`config.mk`:
```
export PLATFORM = sky130hd
export DESIGN_NAME = csa_tree_pipe
export DESIGN_NICKNAME = d
export VERILOG_FILES = /design/src/rtl/csa_tree_pipe.sv
export SDC_FILE = /design/constraint.sdc
export NUM_CORES = 1
export LEC_CHECK = 0
export ABC_AREA = 1
export BUFFER_PORTS_ARGS = -buffer_cell sky130_fd_sc_hd__buf_2
export CAP_MARGIN = 20
export CELL_PAD_IN_SITES_DETAIL_PLACEMENT = 1
export CELL_PAD_IN_SITES_GLOBAL_PLACEMENT = 2
export CORE_AREA = 5 5 203 126
export CTS_CLUSTER_SIZE = 12
export DETAILED_ROUTE_END_ITERATION = 8
export DIE_AREA = 0 0 208 131
export GPL_TIMING_DRIVEN = 0
export PLACE_DENSITY_LB_ADDON = 0.2
export SLEW_MARGIN = 15
export SYNTH_ARGS = -nofsm -noshare
export SYNTH_HDL_FRONTEND = slang
export SYNTH_SLANG_ARGS = --single-unit
```
`constraint.sdc`:
```
create_clock -name clk_i -period 3.3 [get_ports clk_i]
set_clock_uncertainty 0.1 [all_clocks]
set_input_delay 0.33 -clock clk_i [delete_from_list [all_inputs] [get_ports clk_i]]
set_output_delay 0.33 -clock clk_i [all_outputs]
set_load 0.05 [all_outputs]
```
`src/rtl/csa_tree_pipe.sv`:
```
// Pipelined 3:2 carry-save reduction tree with an elastic valid/ready handshake on every stage.
// Optional final carry-propagate stage is enabled by defining CSA_TREE_CPA_EN.
module csa_tree_pipe #(
    parameter int DW  = 16,
    parameter int PP  = 5,
    parameter int STG = 1
) (
    input  logic                      clk_i,
    input  logic                      rst_i,
    input  logic                      valid_i,
    output logic                      ready_o,
    input  logic [$clog2(PP+1)-1:0]   pp_num_i,
    input  logic [PP-1:0][DW-1:0]     add_i,
    output logic                      valid_o,
    input  logic                      ready_i,
    output logic [DW-1:0]             sum_o,
    output logic [DW-1:0]             carry_o,
    output logic [DW-1:0]             result_o
);
    localparam int LEVEL = PP - 2;
    localparam int NREG  = (LEVEL + STG - 1) / STG;
    localparam int PNW   = $clog2(PP + 1);

    // Slot 0 carries the running sum, slot 1 the shifted carry, slots 2.. the operands still to be folded in.
    typedef logic [PP-1:0][DW-1:0] bundle_t;

    function automatic logic [2*DW-1:0] csa3(input logic [DW-1:0] a, input logic [DW-1:0] b,
                                             input logic [DW-1:0] c);
        logic [DW-1:0] x;
        logic [DW-1:0] y;
        x = a ^ b ^ c;
        y = (a & b) | ((a ^ b) & c);
        return {x, y[DW-2:0], 1'b0};
    endfunction

    bundle_t            dat_q [NREG];
    bundle_t            dat_d [NREG];
    bundle_t            in_s;
    bundle_t            cur_s;
    logic [2*DW-1:0]    xy_s;
    logic [NREG-1:0]    v_q;
    logic [NREG-1:0]    v_d;
    logic [NREG-1:0]    load_s;
    logic [NREG:0]      rdy_s;
    logic [NREG:0]      vin_s;
    logic [PNW-1:0]     pp_eff_s;
    logic               last_rdy_s;

    // Operand masking, per-stage compressor levels and the backward ready chain.
    always_comb begin
        pp_eff_s = ((pp_num_i < PNW'(3)) || (pp_num_i > PNW'(PP))) ? PNW'(PP) : pp_num_i;
        for (int k = 0; k < PP; k++) begin
            in_s[k] = (PNW'(k) < pp_eff_s) ? add_i[k] : {DW{1'b0}};
        end
        vin_s       = {v_q, valid_i};
        rdy_s[NREG] = last_rdy_s;
        for (int j = NREG - 1; j >= 0; j--) begin
            rdy_s[j] = !v_q[j] || rdy_s[j+1];
        end
        load_s = vin_s[NREG-1:0] & rdy_s[NREG-1:0];
        v_d    = load_s | (v_q & ~rdy_s[NREG:1]);
        cur_s  = in_s;
        xy_s   = {(2*DW){1'b0}};
        for (int j = 0; j < NREG; j++) begin
            if (j == 0) begin
                cur_s = in_s;
            end else begin
                cur_s = dat_q[(j > 0) ? j - 1 : 0];
            end
            for (int l = 0; l < LEVEL; l++) begin
                if ((l >= j * STG) && (l < (j + 1) * STG)) begin
                    xy_s       = csa3(cur_s[0], cur_s[1], cur_s[l+2]);
                    cur_s[0]   = xy_s[2*DW-1:DW];
                    cur_s[1]   = xy_s[DW-1:0];
                    cur_s[l+2] = {DW{1'b0}};
                end else begin
                    cur_s[l+2] = cur_s[l+2];
                end
            end
            dat_d[j] = cur_s;
        end
    end

    // Stage valid flags and data registers; data only moves on a load so stalled outputs hold.
    always_ff @(posedge clk_i) begin
        if (rst_i) begin
            v_q <= {NREG{1'b0}};
            for (int j = 0; j < NREG; j++) begin
                dat_q[j] <= '0;
            end
        end else begin
            v_q <= v_d;
            for (int j = 0; j < NREG; j++) begin
                if (load_s[j]) begin
                    dat_q[j] <= dat_d[j];
                end
            end
        end
    end

    assign ready_o = rdy_s[0];

`ifdef CSA_TREE_CPA_EN
    logic          cpa_v_q;
    logic [DW-1:0] sum_q;
    logic [DW-1:0] carry_q;
    logic [DW-1:0] res_q;

    assign last_rdy_s = !cpa_v_q || ready_i;

    // Resolving stage: holds the redundant pair together with its carry-propagated sum.
    always_ff @(posedge clk_i) begin
        if (rst_i) begin
            cpa_v_q <= 1'b0;
            sum_q   <= {DW{1'b0}};
            carry_q <= {DW{1'b0}};
            res_q   <= {DW{1'b0}};
        end else if (v_q[NREG-1] && last_rdy_s) begin
            cpa_v_q <= 1'b1;
            sum_q   <= dat_q[NREG-1][0];
            carry_q <= dat_q[NREG-1][1];
            res_q   <= dat_q[NREG-1][0] + dat_q[NREG-1][1];
        end else if (ready_i) begin
            cpa_v_q <= 1'b0;
        end
    end

    assign valid_o  = cpa_v_q;
    assign sum_o    = sum_q;
    assign carry_o  = carry_q;
    assign result_o = res_q;
`else
    assign last_rdy_s = ready_i;
    assign valid_o    = v_q[NREG-1];
    assign sum_o      = dat_q[NREG-1][0];
    assign carry_o    = dat_q[NREG-1][1];
    assign result_o   = {DW{1'b0}};
`endif

endmodule

```
# After elaboration in Yosys (flattened, before gate mapping)
# Memories as Yosys holds them, arrays and structs flattened.
# Cells that the tools add are included.
[word_totals]
word_cells = 58
ramBits = 237
memories = 1
regBits = 3
[memory_table]
columns = ["name", "depth", "width", "rd", "rd_ports_with_merged_regs", "write_ports", "line_no", "rtl"]
rows = [
  ["dat_q", 3, 79, 3, 0, 3, "36", "bundle_t dat_q [NREG];"],
]
[op_classes]
reduce_logical = 7
bitwise_logic = 22
n_lt_le_gt_ge = 7
n_mux = 20
[op_table]
columns = ["op", "count"]
rows = [
  ["79-bit 2-to-1 mux", 3],
  ["16-bit bitwise XOR", 6],
  ["15-bit bitwise AND", 6],
  ["16-bit 2-to-1 mux", 5],
  ["15-bit bitwise OR", 3],
  ["1-bit 2-to-1 mux", 11],
  ["3-bit bitwise AND", 2],
  ["1-bit by 3-bit < comparator with 1-bit output (first input constant)", 2],
  ["2-bit by 3-bit < comparator with 1-bit output (first input constant)", 2],
  ["1-bit logical OR", 4],
  ["3-bit greater-than comparator (second input constant)", 1],
  ["1-bit zero test", 3],
  ["3-bit by 2-bit < comparator with 1-bit output (second input constant)", 1],
  ["3-bit < comparator (first input constant)", 1],
  ["3-bit 2-to-1 mux", 1],
  ["3-bit inverter", 1],
  ["1-bit bitwise OR", 3],
  ["3-bit bitwise OR", 1],
]

# Depth between registers and ports, before layout
# Gate-level depths: netlist of run 1.
[logic_depth]
depth_word = 9
mapped_depth = 8
mapped_depth_nobuf = 7

# Worst setup path before layout of run 1
# Ideal clock, no wire load.
[synth_timing]
path_type = "register to register"
start = "register v_q[2]"
end = "memory dat_q[0][0] in the netlist's numbering (enable)"
period_less_slack_ps = 3410
setup_slack_ps = -110
path_stages_with_launch = 4
arrival_time_ps = 2625
path_cell_list = "dfxtp_1 > nand4_1 > nand2_1 > nand2_1"
[synth_lines]
columns = ["element", "line_no", "rtl"]
rows = [
  ["start: declaration", "41", "logic [NREG-1:0] v_q;"],
  ["start signal: assignment", "87", "v_q <= {NREG{1'b0}};"],
  ["start signal: assignment", "92", "v_q <= v_d;"],
  ["end: declaration", "36", ""],
]

==> results of run 1 <==
[power breakdown]
part	total (mW)	internal [mW]	switching, mW
clock	1.83	1.10	0.727
combinational	0.822	0.282	0.540
sequential	2.31	2.23	0.0848
total	4.96	3.61	1.35
[per-stage QoR]
| step | utilization (%) | instances | instance area [µm²] | power [mW] |
|---|---|---|---|---|
| after CTS | 36.13 | 1072 | 8553 | 5.040 |
| after floorplan | - | 611 | 7012 | 2.897 |
| after global routing | 36.13 | 1072 | 8553 | 5.228 |
| final | 36.14 | 1073 | 8556 | 4.964 |
| after detailed placement | 33.78 | 1040 | 7998 | 3.197 |
| after global placement | 33.54 | 1038 | 7940 | 3.169 |
[synthesized netlist by cell type]
| master | n | share of area, % |
|---|---|---|
| xnor2_1 | 3 | 0.38 |
| fa_1 | 43 | 12 |
| a21oi_1 | 2 | 0.14 |
| nand3_1 | 2 | 0.14 |
| o21ai_0 | 2 | 0.14 |
| buf_4 | 50 | 5.4 |
| ha_1 | 2 | 0.36 |
| nand4_1 | 1 | 0.090 |
| buf_6 | 2 | 0.32 |
| buf_2 | 9 | 0.65 |
| nand2_1 | 20 | 1.1 |
| nand3_2 | 1 | 0.14 |
| nor2_1 | 144 | 7.8 |
| conb_1 | 1 | 0.054 |
| edfxtp_1 | 141 | 61 |
| inv_1 | 154 | 8.3 |
| inv_2 | 1 | 0.054 |
| dfxtp_1 | 3 | 0.86 |
| clkbuf_1 | 14 | 0.76 |
[metal layers]
| layer | global-route usage [%] | routed length [µm] | part of all wire (%) |
|---|---|---|---|
| met5 | 0 | 0 | 0 |
| met4 | 3.898 | 195 | 1.3 |
| met3 | 3.030 | 637 | 4.2 |
| met2 | 16.65 | 6464 | 43 |
| met1 | 16.72 | 7803 | 52 |
[cell families after synthesis]
kind of cell | count (synthesis) | synth area share (%)
buffers and inverters | 230 | 15.50
AND/OR/NAND/NOR | 168 | 9.237
flip-flops | 144 | 61.79
adder cells (fa/ha/maj) | 45 | 12.75
AO/OA/AOI/OAI | 4 | 0.2881
XOR/XNOR | 3 | 0.3782
other | 1 | 0.05396
[worst reg2reg max path: cells and delay by family (launching register included)]
| family | cells | cell delay, ns |
|---|---|---|
| buf+inv | 1 | 0.25 |
| simple gates | 5 | 0.83 |
| flops | 1 | 0.37 |
[registers in the layout (all words and copies together), names as in the netlist]
signal and cells:
dat_q 141, v_q 3
[layout make-up]
cell class / count / area share [%]
Multi-Input combinational cell: 237 / 19.29
Sequential cell: 144 / 50.19
Clock inverter: 12 / 1.389
Buffer: 75 / 5.791
Antenna cell: 1 / 0.02925
Clock buffer: 20 / 5.104
Inverter: 155 / 6.800
Tap cell: 322 / 4.709
Timing Repair Buffer: 107 / 6.698
[worst max path at each step]
| stage | end | cells past startpoint | slack (ns) |
|---|---|---|---|
| after global placement | dat_q[0][101] | 5 | 0.65 |
| final | dat_q[0][73] | 6 | 1.50 |
| after global routing | dat_q[0][58] | 6 | 1.29 |
| after floorplan | dat_q[0][0] | 3 | 0.49 |
| after CTS | dat_q[0][58] | 6 | 1.46 |
| after detailed placement | dat_q[0][181] | 4 | 1.35 |
==> flow_metrics.env, run 1 <==
export IMPL_status="completed"
export IMPL_ys_types=19
export IMPL_fmax_ghz=0.5555
export IMPL_crit_path_start="v_q[2]"
export IMPL_worst_ep_arrival_time_ns=1.87
export IMPL_rsz0062_at_grt="false"
export IMPL_layout_setup_ws_ns=1.500
export IMPL_htree_levels=4
export IMPL_r2r_start="v_q[2]"
export IMPL_hold_buffers=0
export IMPL_vias=4016
export IMPL_drtPass1Iterations=4
export IMPL_final_cell_mix="inv_1, nor2_1, edfxtp_1"
export IMPL_root_buffer="clkbuf_16"
export IMPL_dp_hpwl_mm=11.90
export IMPL_io_pins=137
export IMPL_cts_sinks=144
export IMPL_layout_commonest_cell="inv_1"
export IMPL_postCtsSetupRepairBufs=0
export IMPL_hold_start="rst_i"
export IMPL_maxSlewHeadroom_pct=49.10
export IMPL_crit_slowest_cell="dfxtp_1"
export IMPL_final_nets=869
export IMPL_drt_wl_total_mm=15.10
export IMPL_start_kind="register"
export IMPL_holdPathStages=2
export IMPL_path_delay_family="simple AND/OR/NAND/NOR gates"
export IMPL_drv_slew=0
export IMPL_synthCells=595
export IMPL_antenna_left=0
export IMPL_hold_path_class="input port to register"
export IMPL_cts_resized=0
export IMPL_globalRouteOverflowTotal=0
export IMPL_tightest_slew_ns=0.7607
export IMPL_worstRegToRegCells=6
export IMPL_dr_first_iter_drc_count=146
export IMPL_max_clock_path_buffers=2
export IMPL_fill_cells=2667
export IMPL_avgSynthCellArea_um2=11.68
export IMPL_cp_slowest_stage_delay_ns=0.37
export IMPL_design_core_area_mm2=0.02367
export IMPL_critPathBufInv=1
export IMPL_syn_area_mm2=0.006949
export IMPL_die_x_um=208
export IMPL_seq_area_mm2=0.004294
export IMPL_yosys_warnings=0
export IMPL_crit_top_cell="nand2_1"
export IMPL_finalSetupViolations=0
export IMPL_grt_pass1_wl_mm=23.81
export IMPL_multi_input_area_mm2=0.001650
export IMPL_power_density_mw_per_mm2=580.2
export IMPL_timing_setup_tns_ns=0
export IMPL_cts_tree="yes"
export IMPL_clkTransAtPathRegs_ns=0.06
export IMPL_reg2reg_slack_ns=1.50
export IMPL_start_util_pct=29.36
export IMPL_worstSetupPathType="register to register"
export IMPL_antenna_found_initial=0
export IMPL_reg2reg_to="dat_q[0][73]"
export IMPL_hold_ws_ns=0.03780
export IMPL_grt_max_degree=49
export IMPL_cts_made_buffers=17
export IMPL_clk_latency_ns=0.41
export IMPL_pre_cts_slack_ns=1.345
export IMPL_drive_above_1_share_pct=26.53
export IMPL_fin_crit_sh_pct=54.55
export IMPL_track_usage_pct=11.47
export IMPL_end_kind="register"
export IMPL_maxCapViolations=0
export IMPL_vdd_drop_max_mv=0.3372
export IMPL_ys_seq_elements=144
export IMPL_viasPerCell=3.743
export IMPL_rows=44
export IMPL_min_to="v_q[0]"
export IMPL_die_y_um=131
export IMPL_dieArea_mm2=0.02725
export IMPL_place_congestion=0.7410
export IMPL_area_growth_synth_to_final_pct=23.12
export IMPL_wl_per_cell_um=14.07
export IMPL_crit_required_ns=3.37
export IMPL_p_leak_nw=4.016
export IMPL_drc=0
export IMPL_port_buffers=105
export IMPL_grt_pass1_vias=4378
export IMPL_crit_fanout=10
export IMPL_hold_violations=0
export IMPL_min_period_ns=1.800
export IMPL_worstPathCellList="nand4_1, nand2_1, nand3_2, nand2_1, buf_4, nor2_1"
export IMPL_synth_seq_area_share_pct=61.79
Power figures use the tool's default switching activity.
==> inputs of run 2 (changes only) <==
==> constraint.sdc (replaced) <==
create_clock -name clk_i -period 1.7 [get_ports clk_i]
set_clock_uncertainty 0.1 [all_clocks]
set_input_delay 0.17 -clock clk_i [delete_from_list [all_inputs] [get_ports clk_i]]
set_output_delay 0.17 -clock clk_i [all_outputs]
set_load 0.05 [all_outputs]
==> run 2 against run 1 <==
  * Hold slack gained 0.013 ns
  * Largest power group unchanged
  * Critical endpoint is now dat_q[0][156]
  * Clock power rose by 90%
  * Core utilization up 1.6 points
  * Critical path type unchanged
==> flow_metrics.env, run 2 (same netlist as run 1, synthesis figures left out) <==
export IMPL_min_to="dat_q[0][15]"
export IMPL_tightest_slew_ns=0.6417
export IMPL_layout_commonest_cell="inv_1"
export IMPL_crit_required_ns=1.78
export IMPL_place_area_mm2=0.007956
export IMPL_dieArea_mm2=0.02725
export IMPL_grt_max_degree=64
export IMPL_max_clock_path_buffers=2
export IMPL_start_util_pct=29.36
export IMPL_multi_input_area_mm2=0.001692
export IMPL_drtPass1Iterations=4
export IMPL_worstRegToRegCells=7
export IMPL_drc=0
export IMPL_cts_made_buffers=17
export IMPL_final_nets=904
export IMPL_reg2reg_slack_ns=0.06
export IMPL_maxCapViolations=0
export IMPL_die_y_um=131
export IMPL_antenna_left=0
export IMPL_drt_wl_total_mm=15.44
export IMPL_start_kind="register"
export IMPL_timing_setup_tns_ns=0
export IMPL_rsz0062_at_grt="true"
export IMPL_end_kind="register"
export IMPL_antenna_cells=0
export IMPL_vias=4102
export IMPL_io_pins=137
export IMPL_pwr_share_comb_pct=17.3
export IMPL_hold_violations=0
export IMPL_cp_slowest_stage_delay_ns=0.36
export IMPL_stdcell_area_mm2=0.008935
export IMPL_track_usage_pct=11.76
export IMPL_clk_latency_ns=0.42
export IMPL_cts_tree="yes"
export IMPL_clkTransAtPathRegs_ns=0.06
export IMPL_p_leak_nw=4.156
export IMPL_dr_first_iter_drc_count=119
export IMPL_p_sw_mw=2.699
export IMPL_antenna_found_initial=0
export IMPL_r2r_start="v_q[2]"
export IMPL_htree_levels=4
export IMPL_area_growth_synth_to_final_pct=28.57
export IMPL_largest_register_ffs=141
export IMPL_vdd_drop_max_mv=0.6195
export IMPL_die_x_um=208
export IMPL_fill_cells=2650
export IMPL_fmax_ghz=0.6100
export IMPL_seq_area_mm2=0.004299
export IMPL_crit_fanout=10
export IMPL_globalRouteOverflowTotal=0
export IMPL_root_buffer="clkbuf_16"
export IMPL_holdPathStages=5
export IMPL_crit_slowest_cell="dfxtp_4"
export IMPL_finalSetupViolations=0
export IMPL_cts_sinks=144
export IMPL_drive_above_1_share_pct=26.50
export IMPL_reg2reg_to="dat_q[0][156]"
export IMPL_hold_path_class="input port to register"
export IMPL_top_regs="dat_q: 141 flops, v_q: 3 flops"
export IMPL_grt_pass1_vias=4678
export IMPL_power_density_mw_per_mm2=1077
export IMPL_port_buffers=105
export IMPL_hold_ws_ns=0.05073
export IMPL_hold_start="add_i[47]"
export IMPL_p_sw_share_pct=28.04
export IMPL_rows=44
export IMPL_worst_ep_arrival_time_ns=1.71
export IMPL_wl_per_cell_um=13.95
export IMPL_crit_top_cell="buf_6"
export IMPL_regMostFlops="dat_q"
export IMPL_grt_pass1_wl_mm=24.52
export IMPL_crit_path_start="v_q[2]"
export IMPL_worstSetupPathType="register to register"
export IMPL_dp_hpwl_mm=11.60
export IMPL_status="completed"
export IMPL_place_congestion=0.7358
export IMPL_fin_cells=1107
export IMPL_design_core_area_mm2=0.02367
export IMPL_power_internal_mw=6.927
export IMPL_final_cell_mix="inv_1, nor2_1, edfxtp_1"
export IMPL_drv_slew=0
export IMPL_min_period_ns=1.639
export IMPL_viasPerCell=3.706
export IMPL_fin_crit_sh_pct=96.44
export IMPL_place_inst=1038
export IMPL_worstPathCellList="nand4_1, nand2_2, nand3_4, clkinv_4, buf_6, buf_6, nor2_1"
export IMPL_p_clk_share_pct=36.1
export IMPL_maxSlewHeadroom_pct=57.22
export IMPL_pwr_share_seq_pct=46.7
[run 2: changes by cell type in the layout (fill, tap and decap cells not counted), sizes merged]
cell,previous run,this run
buf,168,167
bufinv,2,1
clkbuf,34,32
clkinv,8,6
clkinvlp,2,6
diode,1,0
dlygate4sd3,0,36
inv,155,156
[run 2: cell type report]
type	count	share of cell area, %
Inverter	155	6.568
Clock inverter	14	1.302
Tap cell	322	4.509
Timing Repair Buffer	142	9.999
Sequential cell	144	48.12
Buffer	75	5.769
Clock buffer	18	4.803
Multi-Input combinational cell	237	18.93
[run 2: layer usage]
metal,part of all wire [%],GRT usage [%],vias to the layer above
met3,4.2,2.720,14
met5,0,0,-
met4,1.3,4.168,0
li1,-,-,2063
met2,43,17.38,85
met1,52,17.09,1940
[run 2: timing repair]
| item | in CTS | in global routing |
|---|---|---|
| resized for setup | 9 | 10 |
| hold buffers | 36 | 0 |
| setup buffers | 0 | 1 |
| pin swaps | 0 | 2 |
| endpoints found under the setup margin | 193 | 270 |
| cloned | 0 | 0 |
| hold endpoints to repair | 35 | 0 |
[run 2: power by group through the flow]
stage / sequential, mW / combinational, mW / clock, mW
final: 4.49 / 1.66 / 3.47
after global routing: 4.53 / 1.89 / 3.73
after CTS: 4.50 / 1.69 / 3.56
after detailed placement: 4.58 / 1.61 / 0
after global placement: 4.57 / 1.58 / 0
after floorplan: 4.51 / 1.11 / 0
[run 2: worst max path at each step]
stage / to
CTS: dat_q[0][68]
detailed placement: dat_q[0][101]
global placement: dat_q[0][102]
floorplan: dat_q[0][147]
finish: dat_q[0][156]
global route: dat_q[0][156]
[run 2: critical path: cells and delay by family, from the launching register on]
family                 cells  cell delay, ns
buffers and inverters      3            0.46
AND/OR/NAND/NOR            4            0.49
flip-flops                 1            0.36
[run 2: stage by stage]
| step | setup WS (ns) | total power, mW | util, % |
|---|---|---|---|
| after floorplan | -0.4777 | 5.621 | - |
| after global placement | -0.1761 | 6.149 | 33.61 |
| after detailed placement | -0.2503 | 6.188 | 33.61 |
| after CTS | -0.09132 | 9.760 | 37.54 |
| after global routing | -0.02925 | 10.15 | 37.74 |
| final | 0.06054 | 9.626 | 37.74 |
